==> config.mk <==
export PLATFORM = sky130hd
export DESIGN_NAME = bus_arbiter_flat
export DESIGN_NICKNAME = d
export VERILOG_FILES = /design/src/rtl/bus_arbiter_pkg.sv /design/src/rtl/bus_arbiter_if.sv /design/src/rtl/bus_arbiter_rr.sv /design/src/rtl/bus_arbiter.sv /design/src/flat_wrapper.sv
export SDC_FILE = /design/constraint.sdc
export NUM_CORES = 1
export LEC_CHECK = 0
export CORE_AREA = 2 2 149 151
export CTS_BUF_LIST = sky130_fd_sc_hd__clkbuf_4
export DETAILED_ROUTE_END_ITERATION = 7
export DIE_AREA = 0 0 151 153
export DONT_BUFFER_PORTS = 1
export MAX_ROUTING_LAYER = met4
export PLACE_DENSITY_LB_ADDON = 0.1
export SLEW_MARGIN = 5
export SYNTH_ARGS = -nofsm -noshare
export SYNTH_HDL_FRONTEND = slang
export SYNTH_SLANG_ARGS = --single-unit
==> constraint.sdc <==
create_clock -name i_clock -period 2.6 [get_ports i_clock]
set_input_delay 0.26 -clock i_clock [delete_from_list [all_inputs] [get_ports i_clock]]
set_output_delay 0.26 -clock i_clock [all_outputs]
set_load 0.02 [all_outputs]
==> src/rtl/bus_arbiter_pkg.sv <==
// Shared types and helpers for the N-master bus arbiter: FSM state encoding,
// chipselect decode and burst-counter width derivation.
package bus_arbiter_pkg;

  typedef enum logic [1:0] {
    IDLE = 2'd0,
    ADDR = 2'd1,
    BEAT = 2'd2
  } state_t;

  function automatic int bus_clog2(input int value);
    int result = 0;
    while ((1 << result) < value) result++;
    return result;
  endfunction

  function automatic int bcw_of(input int burstMax);
    return bus_clog2(burstMax) + 1;
  endfunction

  // One-hot select from the top address nibble; nibbles at or above the slave count decode to zero.
  function automatic logic [15:0] decode_cs(input logic [3:0] nibble, input int slaves);
    logic [15:0] cs;
    cs = '0;
    if (int'(nibble) < slaves) cs[nibble] = 1'b1;
    return cs;
  endfunction

endpackage

==> src/rtl/bus_arbiter_if.sv <==
// Bus bundle between requesting masters, the arbiter and the SoC slaves.
// master = the arbiter's own view (it drives the shared bus); slave = requester/slave side.
interface bus_arbiter_if #(
  parameter int MASTERS = 4,
  parameter int SLAVES  = 10,
  parameter int AW      = 32,
  parameter int DW      = 32,
  parameter int BCW     = 3
);
  logic [MASTERS-1:0]        m_read;
  logic [MASTERS-1:0]        m_write;
  logic [MASTERS*AW-1:0]     m_address;
  logic [MASTERS*DW-1:0]     m_writedata;
  logic [MASTERS*DW/8-1:0]   m_be;
  logic [MASTERS*BCW-1:0]    m_burstcount;
  logic [MASTERS-1:0]        m_wait;
  logic [MASTERS-1:0]        grant;
  logic [AW-1:0]             address;
  logic                      read;
  logic                      write;
  logic [DW-1:0]             writedata;
  logic [DW/8-1:0]           be;
  logic [SLAVES-1:0]         chipselect;
  logic                      start;
  logic                      burst;
  logic                      burst_adv;
  logic                      slave_wait;
  logic                      bus_err;

  modport master (
    input  m_read, m_write, m_address, m_writedata, m_be, m_burstcount, slave_wait,
    output m_wait, grant, address, read, write, writedata, be, chipselect,
           start, burst, burst_adv, bus_err
  );

  modport slave (
    output m_read, m_write, m_address, m_writedata, m_be, m_burstcount, slave_wait,
    input  m_wait, grant, address, read, write, writedata, be, chipselect,
           start, burst, burst_adv, bus_err
  );

endinterface

==> src/rtl/bus_arbiter_rr.sv <==
// Request picker: fixed (lowest index wins) or round-robin starting after the last winner.
// The round-robin pointer lives here and only moves when the arbiter accepts a grant.
module bus_rr_arbiter
  import bus_arbiter_pkg::*;
#(
  parameter int MASTERS = 4,
  parameter bit RR_MODE = 1'b1,
  localparam int IW = (MASTERS > 1) ? bus_clog2(MASTERS) : 1
) (
  input  logic               i_clock,
  input  logic               i_reset_n,
  input  logic [MASTERS-1:0] i_req,
  input  logic               i_accept,
  output logic [MASTERS-1:0] o_winner,
  output logic [IW-1:0]      o_winnerIdx
);

  logic [IW-1:0] r_ptr;
  logic [IW-1:0] w_idx;
  logic [IW-1:0] w_cand;

  // Scanning from the farthest candidate down lets the closest requester overwrite earlier hits.
  always_comb begin
    w_idx  = '0;
    w_cand = '0;
    if (RR_MODE) begin
      for (int k = MASTERS; k >= 1; k--) begin
        w_cand = IW'((int'(r_ptr) + k) % MASTERS);
        if (i_req[w_cand]) w_idx = w_cand;
      end
    end else begin
      for (int k = MASTERS - 1; k >= 0; k--) begin
        w_cand = IW'(k);
        if (i_req[w_cand]) w_idx = w_cand;
      end
    end
  end

  assign o_winnerIdx = w_idx;
  assign o_winner    = (|i_req) ? (MASTERS'(1) << w_idx) : '0;

  always_ff @(posedge i_clock or negedge i_reset_n) begin
    if (!i_reset_n) begin
      r_ptr <= IW'(MASTERS - 1);
    end else if (i_accept) begin
      r_ptr <= w_idx;
    end
  end

endmodule

==> src/rtl/bus_arbiter.sv <==
// N-master bus arbiter and address decoder with native (SSRAM) or split burst sequencing.
// Drives the shared address/write path, one-hot chipselect and start/burst/burst_adv strobes.
module bus_arbiter
  import bus_arbiter_pkg::*;
#(
  parameter int              MASTERS    = 4,
  parameter int              SLAVES     = 10,
  parameter int              AW         = 32,
  parameter int              DW         = 32,
  parameter int              BURST_MAX  = 4,
  parameter bit              RR_MODE    = 1'b1,
  parameter logic [SLAVES-1:0] BURST_MASK = 'h001
) (
  input  logic            i_clock,
  input  logic            i_reset_n,
  bus_arbiter_if.master   bus
);

  localparam int BCW = bcw_of(BURST_MAX);
  localparam int BEW = DW / 8;
  localparam int IW  = (MASTERS > 1) ? bus_clog2(MASTERS) : 1;
  localparam logic [AW-1:0] STEP   = AW'(DW / 8);
  localparam logic [15:0]   MASK16 = 16'(BURST_MASK);

  state_t             r_state;
  state_t             w_nextState;

  logic [MASTERS-1:0] w_req;
  logic [MASTERS-1:0] w_winner;
  logic [IW-1:0]      w_winIdx;
  logic               w_accept;
  logic [AW-1:0]      w_winAddr;
  logic [BCW-1:0]     w_bc;
  logic [BCW-1:0]     w_winBeats;
  logic [3:0]         w_nibble;
  logic [15:0]        w_cs16;
  logic               w_mapped;
  logic               w_beatDone;
  logic               w_lastBeat;
  logic               w_moreBeats;

  logic [MASTERS-1:0] r_grant;
  logic [IW-1:0]      r_owner;
  logic [AW-1:0]      r_address;
  logic [DW-1:0]      r_writedata;
  logic [BEW-1:0]     r_be;
  logic [SLAVES-1:0]  r_cs;
  logic [BCW-1:0]     r_beats;
  logic               r_read;
  logic               r_write;
  logic               r_native;
  logic               r_unmapped;

  assign w_req    = bus.m_read | bus.m_write;
  assign w_accept = (r_state == IDLE) && (|w_req);

  bus_rr_arbiter #(
    .MASTERS (MASTERS),
    .RR_MODE (RR_MODE)
  ) u_rr (
    .i_clock     (i_clock),
    .i_reset_n   (i_reset_n),
    .i_req       (w_req),
    .i_accept    (w_accept),
    .o_winner    (w_winner),
    .o_winnerIdx (w_winIdx)
  );

  assign w_winAddr  = bus.m_address[w_winIdx*AW +: AW];
  assign w_bc       = bus.m_burstcount[w_winIdx*BCW +: BCW];
  assign w_winBeats = (w_bc == '0) ? BCW'(1) : w_bc;
  assign w_nibble   = w_winAddr[AW-1 -: 4];
  assign w_cs16     = decode_cs(w_nibble, SLAVES);
  assign w_mapped   = |w_cs16;

  // An unmapped access completes one cycle after ADDR no matter what slave_wait says.
  assign w_beatDone  = (r_state == BEAT) && (r_unmapped || !bus.slave_wait);
  assign w_lastBeat  = w_beatDone && (r_unmapped || (r_beats == BCW'(1)));
  assign w_moreBeats = w_beatDone && !w_lastBeat;

  always_ff @(posedge i_clock or negedge i_reset_n) begin
    if (!i_reset_n) begin
      r_state <= IDLE;
    end else begin
      r_state <= w_nextState;
    end
  end

  always_comb begin
    w_nextState = r_state;
    case (r_state)
      IDLE:    if (|w_req) w_nextState = ADDR;
      ADDR:    w_nextState = BEAT;
      BEAT: begin
        if (w_lastBeat)                    w_nextState = IDLE;
        else if (w_moreBeats && !r_native) w_nextState = ADDR;
      end
      default: w_nextState = IDLE;
    endcase
  end

  always_ff @(posedge i_clock or negedge i_reset_n) begin
    if (!i_reset_n) begin
      r_grant     <= '0;
      r_owner     <= '0;
      r_address   <= '0;
      r_writedata <= '0;
      r_be        <= '0;
      r_cs        <= '0;
      r_beats     <= '0;
      r_read      <= 1'b0;
      r_write     <= 1'b0;
      r_native    <= 1'b0;
      r_unmapped  <= 1'b0;
    end else if (w_accept) begin
      r_grant     <= w_winner;
      r_owner     <= w_winIdx;
      r_address   <= w_winAddr;
      r_writedata <= bus.m_writedata[w_winIdx*DW +: DW];
      r_be        <= bus.m_be[w_winIdx*BEW +: BEW];
      r_cs        <= w_cs16[SLAVES-1:0];
      r_beats     <= w_winBeats;
      r_read      <= bus.m_read[w_winIdx];
      r_write     <= !bus.m_read[w_winIdx] && bus.m_write[w_winIdx];
      r_native    <= w_mapped && MASK16[w_nibble] && (w_winBeats > BCW'(1));
      r_unmapped  <= !w_mapped;
    end else if (w_lastBeat) begin
      r_grant    <= '0;
      r_cs       <= '0;
      r_read     <= 1'b0;
      r_write    <= 1'b0;
      r_native   <= 1'b0;
      r_unmapped <= 1'b0;
    end else if (w_moreBeats) begin
      // Chipselect stays put even if the incremented address crosses into another region.
      r_beats     <= r_beats - BCW'(1);
      r_address   <= r_address + STEP;
      r_writedata <= bus.m_writedata[r_owner*DW +: DW];
      r_be        <= bus.m_be[r_owner*BEW +: BEW];
    end
  end

  always_comb begin
    bus.m_wait    = '1;
    if (w_beatDone) bus.m_wait = ~r_grant;
    bus.start     = (r_state == ADDR) && !r_unmapped;
    bus.burst_adv = w_moreBeats && r_native;
    bus.bus_err   = w_beatDone && r_unmapped;
  end

  assign bus.grant      = r_grant;
  assign bus.address    = r_address;
  assign bus.read       = r_read;
  assign bus.write      = r_write;
  assign bus.writedata  = r_writedata;
  assign bus.be         = r_be;
  assign bus.chipselect = r_cs;
  assign bus.burst      = r_native;

endmodule

==> src/flat_wrapper.sv <==
// flat-port wrapper written by rule: the top's interface ports become plain ports
module bus_arbiter_flat import bus_arbiter_pkg::*;
#(
  parameter int              MASTERS    = 4,
  parameter int              SLAVES     = 10,
  parameter int              AW         = 32,
  parameter int              DW         = 32,
  parameter int              BURST_MAX  = 4,
  parameter bit              RR_MODE    = 1'b1,
  parameter logic [SLAVES-1:0] BURST_MASK = 'h001
)
  (i_clock, i_reset_n, bus_m_read, bus_m_write, bus_m_address, bus_m_writedata, bus_m_be, bus_m_burstcount, bus_slave_wait, bus_m_wait, bus_grant, bus_address, bus_read, bus_write, bus_writedata, bus_be, bus_chipselect, bus_start, bus_burst, bus_burst_adv, bus_bus_err);
  bus_arbiter_if #(.MASTERS(MASTERS), .SLAVES(SLAVES), .AW(AW), .DW(DW), .BCW((bcw_of(BURST_MAX)))) bus_i ();
  input  logic i_clock;
  input  logic i_reset_n;
  input wire logic [$bits(bus_i.m_read)-1:0] bus_m_read;
  input wire logic [$bits(bus_i.m_write)-1:0] bus_m_write;
  input wire logic [$bits(bus_i.m_address)-1:0] bus_m_address;
  input wire logic [$bits(bus_i.m_writedata)-1:0] bus_m_writedata;
  input wire logic [$bits(bus_i.m_be)-1:0] bus_m_be;
  input wire logic [$bits(bus_i.m_burstcount)-1:0] bus_m_burstcount;
  input wire logic [$bits(bus_i.slave_wait)-1:0] bus_slave_wait;
  output wire logic [$bits(bus_i.m_wait)-1:0] bus_m_wait;
  output wire logic [$bits(bus_i.grant)-1:0] bus_grant;
  output wire logic [$bits(bus_i.address)-1:0] bus_address;
  output wire logic [$bits(bus_i.read)-1:0] bus_read;
  output wire logic [$bits(bus_i.write)-1:0] bus_write;
  output wire logic [$bits(bus_i.writedata)-1:0] bus_writedata;
  output wire logic [$bits(bus_i.be)-1:0] bus_be;
  output wire logic [$bits(bus_i.chipselect)-1:0] bus_chipselect;
  output wire logic [$bits(bus_i.start)-1:0] bus_start;
  output wire logic [$bits(bus_i.burst)-1:0] bus_burst;
  output wire logic [$bits(bus_i.burst_adv)-1:0] bus_burst_adv;
  output wire logic [$bits(bus_i.bus_err)-1:0] bus_bus_err;
  assign bus_i.m_read = bus_m_read;
  assign bus_i.m_write = bus_m_write;
  assign bus_i.m_address = bus_m_address;
  assign bus_i.m_writedata = bus_m_writedata;
  assign bus_i.m_be = bus_m_be;
  assign bus_i.m_burstcount = bus_m_burstcount;
  assign bus_i.slave_wait = bus_slave_wait;
  assign bus_m_wait = bus_i.m_wait;
  assign bus_grant = bus_i.grant;
  assign bus_address = bus_i.address;
  assign bus_read = bus_i.read;
  assign bus_write = bus_i.write;
  assign bus_writedata = bus_i.writedata;
  assign bus_be = bus_i.be;
  assign bus_chipselect = bus_i.chipselect;
  assign bus_start = bus_i.start;
  assign bus_burst = bus_i.burst;
  assign bus_burst_adv = bus_i.burst_adv;
  assign bus_bus_err = bus_i.bus_err;
  bus_arbiter #(.MASTERS(MASTERS), .SLAVES(SLAVES), .AW(AW), .DW(DW), .BURST_MAX(BURST_MAX), .RR_MODE(RR_MODE), .BURST_MASK(BURST_MASK)) u_core (.i_clock(i_clock), .i_reset_n(i_reset_n), .bus(bus_i));
endmodule
==> metrics.cfg, run 1 <==
[placed_design]
dp_hpwl_microns = 17900
place.gp.congestion = 0.911
numPortBuffers = 0
dp_slack_ns = 0.138
dp.cells = 1057

[worst_hold_path]
min_delay_path_depth = 4
hold_end = u_core.bus.address[7]
hold_class = in2reg
hold_start = bus_m_address[103]

[synthesis]
synthArstFlopShare = 1.00
synth_edf_count = 0
syn_avg_cell_area_sq_um = 8.55
netlist_area_sq_um = 6740
syn-num-nets = 1086
synthFlopType = dfrtp_1
netlist_instances = 788
ys_seq_area_frac = 0.353
yosysWarnings = 0
ys_ff_latch = 95
synthDistinctLibCells = 60

[pwr]
cellPowerDensity_nw_per_um2 = 1520
vdd_drop_max_mv = 0.616
power_leakage_nw = 3.32

[global_route]
grt_pass1_vias = 6251
grt.busiest_layer = met2
antenna_found_initial = 1
grt_overflow_total = 0
use_met1 = 0.211
grt_util_met2 = 0.371
use_met3 = 0.0439
grt_first_pass_wirelength_microns = 34900
grt_max_degree = 96
track_usage = 0.200

[sta]
max_slew.worst_pin.slew_ns = 0.564
hold_viol = 0
finalSetupViolations = 0
rsz0062_at_grt = no
skew_ns = 0.0141
tns_ns = 0
timing.fmax_mhz = 408
slew_headroom = 0.624
fin_ws_ns = 0.152
slew_viol_final = 0
finalCriticalPeriod_ns = 2.45
fin_crit_sh = 0.942
timing.hold.ws_ns = 0.0410

[detailed_routing]
via_count = 6210
first_pass_iters = 5
drtIter0Drc = 275
drt_wl_total_microns = 23800
routedWlPerCell_microns = 21.7
postRouteAntennaNets = 0
drc = 0
vias_per_cell = 5.68

[cells_and_area]
drive_gt1_frac = 0.149
nets = 1105
area_growth_syn_to_layout_pct = 13.1
layout.area.seq_sq_um = 2380
stdcell_count = 1093
fillerInstances = 2218
multiInputGateArea_sq_um = 4000
postLayoutCoreUtil = 0.355

[clock_tree]
cts_root_buf = clkbuf_4
tritoncts = done
clock_sinks = 95
clkLatencyLatePin_ns = 0.49
path_clk_slew_ns = 0.17
htree_num_levels = 3
clockBufferDepth = 2
cts_made_buffers = 9

[critical_path]
path_cells = buf_4 > o21ai_0 > a32oi_2 > and2_4 > buf_12 > nand3_1 > dlygate4sd3_1 > o21ai_0 > o21ai_0
cpPeakStageDelay_ns = 0.58
arrival_ns = 2.81
path_common_cell = o21ai_0
rrSetupSlack_ns = 0.15
crit_required_ns = 2.96
crit_buf_inv = 3
setup.worst_path.start_class = flip-flop
worst-setup-path-type = reg2reg
cpLargestDelayFamily = buffers and inverters
cp_slowest_cell = dfstp_2
timing.rr.start = u_core.u_rr.r_ptr[1]
cp_max_fo = 14
reg2regPathDepth = 9
rr_endpoint = u_core.bus.address[1]
worstSetupEndpointType = flip-flop

[status]
status = finished, final reports clean

[floorplan]
die_h_microns = 153
rows = 54
core_area_sq_um = 21500
ioPinCount = 387
dieWidth_microns = 151
die-area_sq_um = 23100
initial_core_util = 0.314

[job]
maxCapViolations = 0

-- how the worst max path moves through the flow --
stage | startpoint | end | slack [ns] | depth (start not counted)
after CTS | u_core.u_rr.r_ptr[1] | u_core.bus.address[1] | 0.06 | 9
after floorplan | u_core.u_rr.r_ptr[1] | u_core.bus.be[3] | 0.21 | 6
after global placement | bus_m_write[0] | u_core.bus.be[3] | 0.17 | 7
after detailed placement | bus_m_write[0] | u_core.bus.be[3] | 0.14 | 7
final | u_core.u_rr.r_ptr[1] | u_core.bus.address[1] | 0.15 | 9
after global routing | u_core.r_state[0] | bus_burst_adv | 0.007 | 5
-- routing by layer --
layer | wire [microns] | up-vias
li1 | - | 2940
met1 | 9040 | 2957
met2 | 12600 | 290
met3 | 1780 | 23
met4 | 380 | 0
met5 | 0 | -
-- area by class of cell --
cell class / count / area share
Tap cell: 280 / 0.0460
Inverter: 7 / 0.00509
Multi-Input combinational cell: 620 / 0.525
Sequential cell: 95 / 0.312
Timing Repair Buffer: 74 / 0.0949
Clock inverter: 7 / 0.00739
Antenna cell: 1 / 0.000328
Clock buffer: 9 / 0.00887
-- stage by stage --
step	power (mW)	cell area, sq um
5_1_grt	12.6	7620
3_3_place_gp	10.6	7270
3_5_place_dp	10.8	7270
4_1_cts	11.7	7590
6_report	11.6	7620
2_1_floorplan	8.69	6740
-- synth_stat cells (all sizes together), types with 7 or more instances --
cell	n	area, sq um
mux2i	24	256
nand3	24	130
dfrtp	93	2330
nand2	176	661
nand4	12	75.1
a311o	22	220
a311oi	37	342
nor2	47	176
clkbuf	40	151
xor2	18	158
buf	26	189
and3	42	263
a21o	39	293
xnor2	7	61.3
a211oi	35	263
o21ai	45	225
mux2	26	293
-- registers in the layout, summed over array words and instances (netlist names) --
register               count
u_core.r_unmapped          1
u_core.r_state             2
u_core.r_beats             3
u_core.r_owner             2
u_core.bus.read            1
u_core.bus.writedata      32
u_core.bus.grant           4
u_core.bus.be              4
u_core.bus.address        32
u_core.u_rr.r_ptr          2
u_core.bus.burst           1
u_core.bus.write           1
u_core.bus.chipselect     10
-- cell families (layout without fill, tap and decap cells) --
logic type / Yosys count / after routing / share of synthesized area
xor gates and xnor gates: 25 / 25 / 0.0325
buffers and inverters: 73 / 97 / 0.0563
other: 0 / 1 / 0
DFF: 95 / 95 / 0.353
adders and majority gates: 3 / 3 / 0.00557
muxes: 52 / 52 / 0.0882
and+or+nand+nor: 329 / 329 / 0.223
AOI/OAI and AO/OA: 211 / 211 / 0.241
-- repair_timing --
| action | 4_1_cts | 5_1_grt |
|---|---|---|
| hold buffers | 18 | 0 |
| endpoints found under the setup margin | 0 | 1 |
| gates resized for setup | 0 | 2 |
| hold endpoints to repair | 106 | 0 |
| setup buffers | 0 | 0 |
-- power by group --
group	internal, mW	total, mW	switching, mW
Combinational	3.02	7.32	4.30
Clock	0.208	0.811	0.604
Sequential	2.25	3.48	1.23
-- placed cells by master, fill, tap and decap left out, types with 3 or more instances in the layout --
cell type        n
a211oi_1        35
a21o_1          39
a21oi_1          5
a311o_1         21
a311oi_1        36
a31oi_1          3
a32o_1           4
and2_1           5
and3_1          41
buf_12           7
buf_4           48
clkbuf_4         9
clkinvlp_4       3
dfrtp_1         93
dlygate4sd3_1   17
ha_1             3
inv_1            6
mux2_2          26
mux2i_1         22
nand2_1        176
nand2b_1         4
nand3_1         22
nand4_1         12
nor2_1          46
nor3_1           5
o21ai_0         43
o31ai_1          4
xnor2_1          7
xor2_1          18
-- worst register-to-register path, delay by kind of cell (launching register included) --
kind                   cells  cell delay, ns
and+or+nand+nor            2            0.35
AOI/OAI and AO/OA          4            0.56
DFF                        1            0.58
buffers and inverters      3            0.84
Power figures use the tool's default switching activity.
==> run 2: changes to the inputs <==
--- a/config.mk
+++ b/config.mk
@@ -10,6 +10,7 @@
 export DETAILED_ROUTE_END_ITERATION = 7
 export DIE_AREA = 0 0 151 153
 export DONT_BUFFER_PORTS = 1
+export GPL_TIMING_DRIVEN = 0
 export MAX_ROUTING_LAYER = met4
 export PLACE_DENSITY_LB_ADDON = 0.1
 export SLEW_MARGIN = 5
==> constraint.sdc (replaced) <==
create_clock -name i_clock -period 2.95 [get_ports i_clock]
set_input_delay 0.295 -clock i_clock [delete_from_list [all_inputs] [get_ports i_clock]]
set_output_delay 0.295 -clock i_clock [all_outputs]
set_load 0.02 [all_outputs]
==> run 2 against run 1 <==
Global-route usage rose by 2.8 points. Flip-flop and latch count did not move. Clock skew rose by 0.0054 ns. Die area did not move. Wire length rose by 10%. Via count rose by 2.2%. Non-clock buffer count fell by 5. Count of clock-buffer cells in the layout did not move. Worst setup slack got worse by 0.017 ns. Total power fell by 12%. Clock power fell by 12%. Critical path depth rose by 2.
==> metrics.cfg, run 2 (synthesis results as in run 1) <==
[critical_path]
setup.worst_path.start_class = flip-flop  ; unchanged
crit_required_ns = 3.36  ; was 2.96 ns
reg2regPathDepth = 11  ; was 9
arrival_ns = 3.22  ; was 2.81 ns
timing.rr.start = u_core.u_rr.r_ptr[1]  ; unchanged
cpPeakStageDelay_ns = 0.62  ; was 0.58 ns
cp_slowest_cell = dfstp_2  ; unchanged
worst-setup-path-type = reg2reg  ; unchanged
rr_endpoint = u_core.r_beats[0]  ; was u_core.bus.address[1]
rrSetupSlack_ns = 0.13  ; was 0.15 ns
cp_max_fo = 10  ; was 14
worstSetupEndpointType = flip-flop  ; unchanged
path_cells = o21ai_0 > a32oi_2 > and3_1 > buf_2 > buf_4 > clkbuf_4 > buf_2 > nand2_1 > nand3_1 > o21ai_0 > a31oi_1  ; was buf_4 > o21ai_0 > a32oi_2 > and2_4 > buf_12 > nand3_1 > dlygate4sd3_1 > o21ai_0 > o21ai_0

[status]
status = finished, final reports clean  ; unchanged

[floorplan]
rows = 54  ; unchanged
die_h_microns = 153  ; unchanged
core_area_sq_um = 21500  ; unchanged
dieWidth_microns = 151  ; unchanged
die-area_sq_um = 23100  ; unchanged
ioPinCount = 387  ; unchanged
initial_core_util = 0.314  ; unchanged

[cells_and_area]
nets = 1100  ; was 1105
area_growth_syn_to_layout_pct = 8.17  ; was 13.1%
final_cell_mix = 175 x nand2_1, 93 x dfrtp_1, 47 x nor2_1  ; was 176 x nand2_1, 93 x dfrtp_1, 48 x buf_4
final_common_cell = nand2_1  ; unchanged
postLayoutCoreUtil = 0.339  ; was 0.355
drive_gt1_frac = 0.112  ; was 0.149

[sta]
skew_ns = 0.0194  ; was 0.0141 ns
timing.fmax_mhz = 355  ; was 408 MHz
hold_viol = 0  ; unchanged
fin_ws_ns = 0.135  ; was 0.152 ns
fin_crit_sh = 0.954  ; was 0.942
slew_viol_final = 0  ; unchanged
finalCriticalPeriod_ns = 2.82  ; was 2.45 ns
slew_headroom = 0.535  ; was 0.624
finalSetupViolations = 0  ; unchanged
max_slew.worst_pin.slew_ns = 0.698  ; was 0.564 ns
rsz0062_at_grt = no  ; unchanged

[pwr]
cellPowerDensity_nw_per_um2 = 1400  ; was 1520 nW/um^2
clock_power_share = 0.070  ; about the same
swShare = 0.553  ; was 0.528
internal_power_mw = 4.56  ; was 5.48 mW
power_leakage_nw = 3.13  ; was 3.32 nW
power.switching_mw = 5.64  ; was 6.13 mW
vdd_drop_max_mv = 0.781  ; was 0.616 mV
total_power_mw = 10.2  ; was 11.6 mW
seqPwrFrac = 0.338  ; was 0.300
comb_power_share = 0.592  ; was 0.630

[worst_hold_path]
hold_start = bus_m_writedata[3]  ; was bus_m_address[103]
hold_class = in2reg  ; unchanged
min_delay_path_depth = 3  ; was 4
hold_end = u_core.bus.writedata[3]  ; was u_core.bus.address[7]

[global_route]
track_usage = 0.228  ; was 0.200
grt_max_degree = 96  ; unchanged
grt_overflow_total = 0  ; unchanged
antenna_found_initial = 3  ; was 1
grt_first_pass_wirelength_microns = 38800  ; was 34900 microns
grt_pass1_vias = 6663  ; was 6251

[clock_tree]
tritoncts = done  ; unchanged
cts_root_buf = clkbuf_4  ; unchanged
cts_setup_buffers = 0  ; unchanged
path_clk_slew_ns = 0.18  ; was 0.17 ns
cts_made_buffers = 9  ; unchanged
clkLatencyLatePin_ns = 0.48  ; was 0.49 ns
htree_num_levels = 3  ; unchanged
clock_sinks = 95  ; unchanged
clockBufferDepth = 2  ; unchanged

[detailed_routing]
first_pass_iters = 4  ; was 5
via_count = 6347  ; was 6210
postRouteAntennaNets = 0  ; unchanged
drtIter0Drc = 250  ; was 275
routedWlPerCell_microns = 24.0  ; was 21.7 microns
drt_wl_total_microns = 26200  ; was 23800 microns
drc = 0  ; unchanged
vias_per_cell = 5.82  ; was 5.68

[placed_design]
dp_slack_ns = -0.0697  ; was 0.138 ns
place.gp.congestion = 0.926  ; was 0.911
dp_hpwl_microns = 21300  ; was 17900 microns
numPortBuffers = 0  ; unchanged

[job]
maxCapViolations = 0  ; unchanged

[run 2: cell type report]
| type | instances | area (sq um) |
|---|---|---|
| fill | 2253 | 14200 |
| timing repair buffer | 3 | 47.5 |
| clock buffer | 9 | 67.6 |
| buffer | 66 | 345 |
| sequential | 95 | 2380 |
| inverter | 7 | 38.8 |
| tap | 280 | 350 |
| clock inverter | 7 | 61.3 |
| multi-input combinational | 620 | 3990 |
| antenna | 3 | 7.51 |
[run 2: worst max path at each step]
stage                               from                 to  slack, ns  depth (start not counted)
finish              u_core.u_rr.r_ptr[1]  u_core.r_beats[0]       0.13                         11
global route        u_core.u_rr.r_ptr[1]  u_core.r_beats[0]      0.003                         11
floorplan           u_core.u_rr.r_ptr[1]   u_core.bus.be[3]       0.56                          6
global placement    u_core.u_rr.r_ptr[1]   u_core.bus.be[2]      -0.02                          8
detailed placement  u_core.u_rr.r_ptr[1]   u_core.bus.be[1]      -0.07                          8
CTS                 u_core.u_rr.r_ptr[1]  u_core.r_beats[0]       0.06                         11
[run 2: routing by layer]
metal	track usage	wire [microns]
met1	0.230	9400
met4	0.0819	645
met2	0.426	14200
met3	0.0496	2000
met5	-	0
[run 2: power groups by stage]
stage	logic (mW)	registers (mW)	clock network [mW]
global placement	5.92	3.48	0
global route	6.71	3.55	0.795
CTS	6.11	3.46	0.748
detailed placement	6.05	3.48	0
finish	6.03	3.44	0.716
floorplan	4.49	3.17	0
[run 2: repair_timing]
action,4_1_cts,5_1_grt
setup endpoints to repair,8,30
pin swaps,0,0
endpoints found under the hold margin,96,0
cloned,0,0
hold buffers,3,0
resized for setup,1,7
[run 2: worst max-delay path, delay by kind of cell (launching register included)]
family | cells | cell delay, ns
and+or+nand+nor | 3 | 0.35
AOI/OAI and AO/OA | 4 | 0.71
buffers and inverters | 4 | 1.06
DFF | 1 | 0.62
[run 2: metrics by stage]
step	area (sq um)	hold slack [ns]	setup TNS (ns)	cells
after CTS	7270	0.0470	0	1087
after global placement	7090	0.00135	-0.0370	1068
after global routing	7290	0.0520	0	1090
after floorplan	6740	-0.000591	0	788
after detailed placement	7090	0.00159	-0.357	1068
final	7290	0.0820	0	1090
